===== config.mk =====
export PLATFORM = sky130hd
export DESIGN_NAME = filter_peak_detector
export DESIGN_NICKNAME = d
export VERILOG_FILES = /design/src/rtl/filter_peak_detector.sv
export SDC_FILE = /design/constraint.sdc
export NUM_CORES = 1
export LEC_CHECK = 0
export CORE_UTILIZATION = 35
export CTS_CLUSTER_SIZE = 25
export DETAILED_ROUTE_END_ITERATION = 6
export PLACE_DENSITY_LB_ADDON = 0.1
export SYNTH_ARGS = -nofsm -noshare
export SYNTH_HDL_FRONTEND = slang
export SYNTH_SLANG_ARGS = --single-unit

===== constraint.sdc =====
create_clock -name clk -period 4.86 [get_ports clk]
set_clock_uncertainty 0.05 [all_clocks]
set_input_delay 0.729 -clock clk [delete_from_list [all_inputs] [get_ports clk]]
set_output_delay 0.729 -clock clk [all_outputs]
set_load 0.05 [all_outputs]

===== src/rtl/filter_peak_detector.sv =====
// filter_peak_detector: threshold-crossing pulse detector for the shaped filter
// stream. Tracks the maximum of each pulse and queues one result per pulse
// into a first-word-fall-through FIFO read with a valid/ready handshake.
// Optional feature macro: PEAK_TIMESTAMP_EN adds a free-running timestamp,
// stores it alongside each amplitude and exposes it on peak_time.

package package_settings;
  localparam int SIZE_FILTER_DATA = 16;
endpackage

module filter_peak_detector
  import package_settings::*;
#(
  parameter int DATA_W     = SIZE_FILTER_DATA,
  parameter int THRESHOLD  = 100,
  parameter int HOLDOFF    = 8,
  parameter int FIFO_DEPTH = 4
`ifdef PEAK_TIMESTAMP_EN
  ,
  parameter int TS_W       = 32
`endif
) (
  input  logic                     clk,
  input  logic                     reset,
  input  logic signed [DATA_W-1:0] filter_data,
  output logic signed [DATA_W-1:0] peak_amp,
`ifdef PEAK_TIMESTAMP_EN
  output logic        [TS_W-1:0]   peak_time,
`endif
  output logic                     peak_valid,
  input  logic                     peak_ready,
  output logic        [7:0]        lost_count
);

  localparam int AW = $clog2(FIFO_DEPTH);
  localparam logic signed [DATA_W-1:0] THR = DATA_W'(THRESHOLD);
  localparam logic [7:0] HOLD_LOAD = 8'(HOLDOFF);
  localparam logic [AW:0] PTR_ONE = (AW+1)'(1);

  typedef enum logic [1:0] {
    ST_IDLE  = 2'd0,
    ST_ARMED = 2'd1,
    ST_HOLD  = 2'd2
  } state_t;

  // Input pipeline: current sample, previous sample
  logic signed [DATA_W-1:0] x_r;
  logic signed [DATA_W-1:0] x_p;

  // Detector state
  state_t                   state_r;
  state_t                   state_nxt;
  logic signed [DATA_W-1:0] max_r;
  logic signed [DATA_W-1:0] max_nxt;
  logic        [7:0]        hcnt_r;
  logic        [7:0]        hcnt_nxt;
  logic                     push_s;

  // Result FIFO storage and pointers (extra MSB separates full from empty)
  logic signed [DATA_W-1:0] mem_amp [FIFO_DEPTH];
  logic        [AW:0]       wr_ptr_r;
  logic        [AW:0]       rd_ptr_r;
  logic                     fifo_full_s;
  logic                     fifo_empty_s;
  logic                     pop_s;
  logic                     push_ok_s;
  logic                     drop_s;

`ifdef PEAK_TIMESTAMP_EN
  localparam logic [TS_W-1:0] TS_ONE = TS_W'(1);
  logic [TS_W-1:0] ts_cnt;
  logic [TS_W-1:0] ts_r;
  logic [TS_W-1:0] max_ts_r;
  logic [TS_W-1:0] max_ts_nxt;
  logic [TS_W-1:0] mem_ts [FIFO_DEPTH];

  // Free-running timestamp and the stamp of the sample held in x_r
  always_ff @(posedge clk or negedge reset) begin
    if (!reset) begin
      ts_cnt <= '0;
      ts_r   <= '0;
    end else begin
      ts_cnt <= ts_cnt + TS_ONE;
      ts_r   <= ts_cnt;
    end
  end
`endif

  // Sample pipeline feeding the detector
  always_ff @(posedge clk or negedge reset) begin
    if (!reset) begin
      x_r <= '0;
      x_p <= '0;
    end else begin
      x_r <= filter_data;
      x_p <= x_r;
    end
  end

  // Detector next-state: crossing detection, max tracking, close and holdoff
  always_comb begin
    state_nxt  = state_r;
    max_nxt    = max_r;
    hcnt_nxt   = hcnt_r;
    push_s     = 1'b0;
`ifdef PEAK_TIMESTAMP_EN
    max_ts_nxt = max_ts_r;
`endif
    case (state_r)
      ST_IDLE: begin
        // Only a genuine rising crossing opens a pulse
        if ((x_r > THR) && (x_p <= THR)) begin
          state_nxt  = ST_ARMED;
          max_nxt    = x_r;
`ifdef PEAK_TIMESTAMP_EN
          max_ts_nxt = ts_r;
`endif
        end else begin
          state_nxt = ST_IDLE;
        end
      end
      ST_ARMED: begin
        if (x_r <= THR) begin
          push_s = 1'b1;
          if (HOLD_LOAD == 8'd0) begin
            state_nxt = ST_IDLE;
          end else begin
            state_nxt = ST_HOLD;
            hcnt_nxt  = HOLD_LOAD;
          end
        end else begin
          // Strictly greater: a plateau keeps its first timestamp
          if (x_r > max_r) begin
            max_nxt    = x_r;
`ifdef PEAK_TIMESTAMP_EN
            max_ts_nxt = ts_r;
`endif
          end else begin
            max_nxt = max_r;
          end
        end
      end
      ST_HOLD: begin
        if (hcnt_r <= 8'd1) begin
          state_nxt = ST_IDLE;
          hcnt_nxt  = 8'd0;
        end else begin
          hcnt_nxt = hcnt_r - 8'd1;
        end
      end
      default: begin
        state_nxt = ST_IDLE;
      end
    endcase
  end

  // Detector state register
  always_ff @(posedge clk or negedge reset) begin
    if (!reset) begin
      state_r  <= ST_IDLE;
      max_r    <= '0;
      hcnt_r   <= 8'd0;
`ifdef PEAK_TIMESTAMP_EN
      max_ts_r <= '0;
`endif
    end else begin
      state_r  <= state_nxt;
      max_r    <= max_nxt;
      hcnt_r   <= hcnt_nxt;
`ifdef PEAK_TIMESTAMP_EN
      max_ts_r <= max_ts_nxt;
`endif
    end
  end

  // FIFO status; a pop while full frees the slot a simultaneous push needs
  assign fifo_empty_s = (wr_ptr_r == rd_ptr_r);
  assign fifo_full_s  = (wr_ptr_r[AW] != rd_ptr_r[AW]) &&
                        (wr_ptr_r[AW-1:0] == rd_ptr_r[AW-1:0]);
  assign pop_s        = peak_valid && peak_ready;
  assign push_ok_s    = push_s && (!fifo_full_s || pop_s);
  assign drop_s       = push_s && fifo_full_s && !pop_s;

  // FIFO storage and pointer update
  always_ff @(posedge clk or negedge reset) begin
    if (!reset) begin
      wr_ptr_r <= '0;
      rd_ptr_r <= '0;
      for (int i = 0; i < FIFO_DEPTH; i++) begin
        mem_amp[i] <= '0;
`ifdef PEAK_TIMESTAMP_EN
        mem_ts[i]  <= '0;
`endif
      end
    end else begin
      if (push_ok_s) begin
        mem_amp[wr_ptr_r[AW-1:0]] <= max_r;
`ifdef PEAK_TIMESTAMP_EN
        mem_ts[wr_ptr_r[AW-1:0]]  <= max_ts_r;
`endif
        wr_ptr_r <= wr_ptr_r + PTR_ONE;
      end
      if (pop_s) begin
        rd_ptr_r <= rd_ptr_r + PTR_ONE;
      end
    end
  end

  // Saturating count of results dropped on a full FIFO
  always_ff @(posedge clk or negedge reset) begin
    if (!reset) begin
      lost_count <= 8'd0;
    end else if (drop_s && (lost_count != 8'hFF)) begin
      lost_count <= lost_count + 8'd1;
    end
  end

  // Head entry falls through to the outputs
  assign peak_valid = !fifo_empty_s;
  assign peak_amp   = mem_amp[rd_ptr_r[AW-1:0]];
`ifdef PEAK_TIMESTAMP_EN
  assign peak_time  = mem_ts[rd_ptr_r[AW-1:0]];
`endif

endmodule

==> results by group <==
Worst setup path
  – Crit Path Class: register to output pin
  – Element type at the critical path end: output pin
  – Worst-path fanout max: 19
  – CP startpoint: rd_ptr_r[0]$_DFFE_PN0P_
  – Worst EP required: 4.08 ns
  – Worst r2r src: rd_ptr_r[0]$_DFFE_PN0P_
  – R2r setup slk: 1.61 ns
  – Crit path launch type: register
  – Crit path DAT: 2.87 ns

Placement
  – Port buffer count: 43
  – GP Congestion: 0.716
  – Detailed placer's ending HPWL: 7680 um
  – Pre-CTS setup slack: 1.53 ns

Synth
  – Register area share after synthesis: 59.3%
  – Unique masters post-synth: 40
  – Yosys reg bits: 136
  – Syn Std Cell Area: 0.00574 mm^2
  – Synthesis Warnings: 0
  – Syn nets: 512
  – Area leader, netlist: dfrtp_1
  – Number of synthesized flops with an enable pin: 0
  – Syn Area/Cell: 12.2 um^2
  – Post-synth top area share: 59.3%
  – Top area cells in the synthesized netlist: dfrtp_1 (59%), mux4_2 (6.3%), o21ai_0 (6.2%)
  – Syn Inst Count: 469
  – Async set-reset flop share out of synthesis: 100%
  – Ys flop type: dfrtp_1

Final layout
  – Area Growth Syn to Fin: 20.4%
  – Nets@finish: 556
  – Layout cells sized above 1: 13.6%
  – Diode count: 0

Drt
  – Total number of vias: 3529
  – Routed WL: 11200 um
  – ANT nets after route: 0
  – Wirelength per Cell: 15.2 um
  – Drt first-iter violations: 175
  – Via density: 4.79
  – DRC Markers: 0
  – Drt first pass iters: 4

Timing
  – Max Transition Viols Final: 0
  – Final worst path period need: 3.64 ns
  – Final number of hold-violating endpoints: 0
  – Hold WS: 0.339 ns
  – Final setup margin: 1.22 ns
  – TNS Setup: 0 ns
  – RSZ-0062 raised after global routing: false
  – Relative slew slack: 20.8%
  – Final setup violation count: 0
  – Max Freq: 274 MHz
  – Period utilization: 75.0%
  – Slew @ Worst Pin: 1.17 ns

CTS
  – Postcts setup bufs: 0
  – Worst-Skew Late Latency: 0.41 ns
  – Root buf cell: clkbuf_16
  – CTS buffer count: 17
  – CTS tree: built
  – Htree depth: 4
  – # resized after CTS: 0
  – Clock-pin slew on the worst setup and hold paths: 0.05 ns
  – Deepest clock path buffer count: 2
  – Clock sink count: 136
  – Hold-fix buffers at CTS: 0

Die
  – Chip height: 130 um
  – Rows: 46
  – Core box area: 0.0159 mm^2
  – Io pins: 44
  – Die area: 0.0169 mm^2
  – Die width: 130 um
  – Initial Util: 36.0%

Pwr
  – Power Total: 4700 uW
  – PwrDens: 680 mW/mm^2
  – Static Leak: 0.00309 uW
  – Maximum VDD drop: 0.269 mV

Global routing
  – Initial antenna violation count: 0
  – Total track usage: 15.2%
  – First-pass GRT wire length: 19100 um
  – Largest net degree at the start of global routing: 104
  – Vias in the first global route: 3522
  – Gr ovfl total: 0

Flow run
  – Max-cap violations: 0

Status
  – Outcome: complete, no violations

Min path
  – Hold Path Class: primary input to asynchronous set/reset pin
critical path: stages (launching register included):
cell and delay, ns:
dfrtp_1 1.11, mux4_2 0.62, clkdlybuf4s50_1 0.72
cell type report:
| cell class | count | area (um^2) |
|---|---|---|
| sequential | 136 | 3400 |
| multi-input combinational | 293 | 2170 |
| timing repair buffer | 44 | 439 |
| tap | 216 | 270 |
| clock buffer | 24 | 502 |
| inverter | 21 | 78.8 |
| clock inverter | 3 | 42.5 |
| fill | 1517 | 9030 |
cells in the mapped netlist (6+ instances only):
master and n:
dfrtp_1 136, nand2_1 78, o21ai_0 71, ha_1 24
inv_1 21, mux4_2 16, clkbuf_1 14, xnor2_1 13
mux2_2 12, a21oi_1 10, mux2_4 9, nand4_1 7
nand3_1 6, nor2_1 6, nor4_1 6
through the flow:
stage,cell area (um^2),cells,utilization (%)
global placement,6370,710,39.9
global route,6910,737,43.3
finish,6910,737,43.3
detailed placement,6370,710,39.9
floorplan,5740,469,-
CTS,6910,737,43.3
registers in the layout, summed over array words and instances, names as in the netlist:
signal and count:
lost_count 8, rd_ptr_r 3, mem_amp 64, max_r 16, state_r 2, x_r 16
wr_ptr_r 3, hcnt_r 8, x_p 16
kinds of logic (layout without fill, tap and decap cells):
logic type	Yosys count	in the layout	synth area share (%)
AND/OR/NAND/NOR	118	118	9.29
AO/OA/AOI/OAI	99	99	10.1
flip-flops	136	136	59.3
XOR/XNOR	15	15	2.29
multiplexers	37	37	11.0
adder cells (fa/ha/maj)	24	24	5.23
buffers and inverters	40	92	2.83
metal layers:
layer | vias to the layer above | track usage, % | wire (um)
met3 | 13 | 4.43 | 399
met1 | 1715 | 22.3 | 5890
met5 | - | 0 | 0
met4 | 0 | 6.16 | 144
met2 | 61 | 20.9 | 4770
li1 | 1740 | - | -
cell usage in the layout (no fill, tap or decap), drive strengths merged, types with 3 or more instances in the layout:
master | synthesis | final
ha | 24 | 24
inv | 21 | 21
nor3 | 3 | 3
nand2 | 78 | 78
mux4 | 16 | 16
nor4 | 7 | 7
clkdlybuf4s50 | 0 | 42
clkbuf | 15 | 24
dfrtp | 136 | 136
xnor2 | 13 | 13
nand4 | 7 | 7
mux2 | 21 | 21
a21o | 3 | 3
nor2 | 6 | 6
o21ai | 71 | 71
a21oi | 10 | 10
nand3 | 6 | 6
and3 | 4 | 4
worst paths after layout:
kind                                                  end  cells past startpoint
worst max-delay path                         peak_amp[13]                      2
worst min-delay path              mem_amp[41]$_DFFE_PN0P_                      1
worst max register to register    mem_amp[48]$_DFFE_PN0P_                      5
worst min register to register          x_p[15]$_DFF_PN0_                      0
max in group asynchronous       lost_count[5]$_DFFE_PN0P_                      2
min in group clk                        x_p[15]$_DFF_PN0_                      0
where the power goes:
group	internal (uW)	leakage, uW	switching, uW	total [uW]
Clock	756	0.000266	437	1190
Combinational	723	0.00112	972	1700
Sequential	1500	0.00170	312	1810
Total	2980	0.00309	1720	4700
Power figures use the tool's default switching activity.
==> RTL change (same flow settings) <==
The 3 states of `state_t` get a one-hot encoding in 3 bits.
--- a/src/rtl/filter_peak_detector.sv
+++ b/src/rtl/filter_peak_detector.sv
@@ -38,8 +38,8 @@
   localparam logic [AW:0] PTR_ONE = (AW+1)'(1);
 
-  typedef enum logic [1:0] {
-    ST_IDLE  = 2'd0,
-    ST_ARMED = 2'd1,
-    ST_HOLD  = 2'd2
+  typedef enum logic [2:0] {
+    ST_IDLE  = 3'b001,
+    ST_ARMED = 3'b010,
+    ST_HOLD  = 3'b100
   } state_t;
 
Check against the original RTL: same outputs for any inputs over 4 cycles, from zero or initial values and one cycle with reset low; so few cycles prove little.
==> RTL change against the original RTL <==
Synthesized area up 6.9%. Power fell by 12%. Count of clock-buffer cells in the layout is the same. Sequential cell count up 1. Routed wire length up 3.7%. Global-route usage decreased by 0.57 points. Cell area up 7.5%. Setup slack better by 0.070 ns. Worst hold slack worse by 0.017 ns. Non-clock buffer count is 3 higher. Sequential share of layout area down 3.1 points. Cell count fell by 3.7%. Critical endpoint is now peak_amp[9]. Largest cell class unchanged.
==> RTL change: results (changes against the original RTL) <==
{
  "logic_synthesis": {
    "syn_inst": {"value": 417, "change": "-11%"},
    "mappedNetlistNets": {"value": 460, "change": "-10%"},
    "synth_top_cells_by_count": "sky130_fd_sc_hd__dfrtp_1, sky130_fd_sc_hd__mux2_2, sky130_fd_sc_hd__mux2_4, sky130_fd_sc_hd__ha_1, sky130_fd_sc_hd__nand2_1",
    "synth_area_leaders": "sky130_fd_sc_hd__dfrtp_1, sky130_fd_sc_hd__mux2_4, sky130_fd_sc_hd__mux2_2",
    "seq_area_frac_synth": {"value": 0.559, "change": "-0.0339"}
  },
  "timing": {
    "timing.slew.headroom": {"value": 0.396, "change": "+0.187"}
  },
  "grt": {
    "via_count_of_the_first_global_routing_pass": {"value": 3684, "change": "+4.6%"},
    "grt_max_degree": {"value": 92, "change": "-12%"},
    "met1_usage": {"value": 0.195, "change": "-0.0285"},
    "global_routing_usage_on_met2": {"value": 0.224, "change": "+0.0149"}
  },
  "power": {
    "leakagePower": {"value": 3.52, "unit": "nW", "change": "+14%"},
    "seqPwrFrac": {"value": 0.402, "change": "+0.017"}
  },
  "setup_path": {
    "critPathTopFamily": "buffers and inverters",
    "worstSetupEndpoint": "peak_amp[9]",
    "cp_data_arrival_time": {"value": 2.80, "unit": "ns", "change": "-0.07 ns"},
    "reg_to_reg_start": "max_r[15]$_DFFE_PN0P_"
  },
  "cells_and_area": {
    "drive_gt1_frac": {"value": 0.307, "change": "+0.171"},
    "nNetsFinal": {"value": 516, "change": "-7.2%"},
    "stdcell_count": {"value": 710, "change": "-3.7%"},
    "postLayoutCellArea": {"value": 7430, "unit": "um^2", "change": "+7.5%"}
  },
  "placed_design": {
    "place_hpwl": {"value": 7.86, "unit": "mm", "change": "+2.4%"},
    "finalWeightedCongestion": {"value": 0.739, "change": "+3.2%"},
    "pre_cts_slack": {"value": 1.66, "unit": "ns", "change": "+0.127 ns"}
  },
  "routing": {
    "drt-initial-drc-count": {"value": 105, "change": "-40%"}
  },
  "outcome": {
    "run_status": "complete, no violations"
  }
}
==> RTL change: cell type report <==
| cell class | count | area, um^2 |
|---|---|---|
| fill | 1569 | 9810 |
| inverter | 21 | 78.8 |
| clock inverter | 7 | 113 |
| timing repair buffer | 47 | 462 |
| clock buffer | 24 | 512 |
| sequential | 137 | 3430 |
| tap | 225 | 282 |
| multi-input combinational | 249 | 2550 |
==> RTL change: kinds of logic (layout without fill, tap and decap cells) <==
logic type      count (synthesis)  in the layout  synth area share
xor+xnor                       15             15            0.0214
flops                         137            137             0.559
simple gates                   72             72            0.0667
mux                            97             97             0.230
buf+inv                        31             99            0.0255
compound gates                 41             41            0.0485
fa+ha+maj                      24             24            0.0489
==> RTL change: routing by layer <==
layer	vias to the layer above	wire, um
li1	1616	-
met1	1749	5540
met2	44	5570
met3	11	352
met4	0	165
met5	-	0
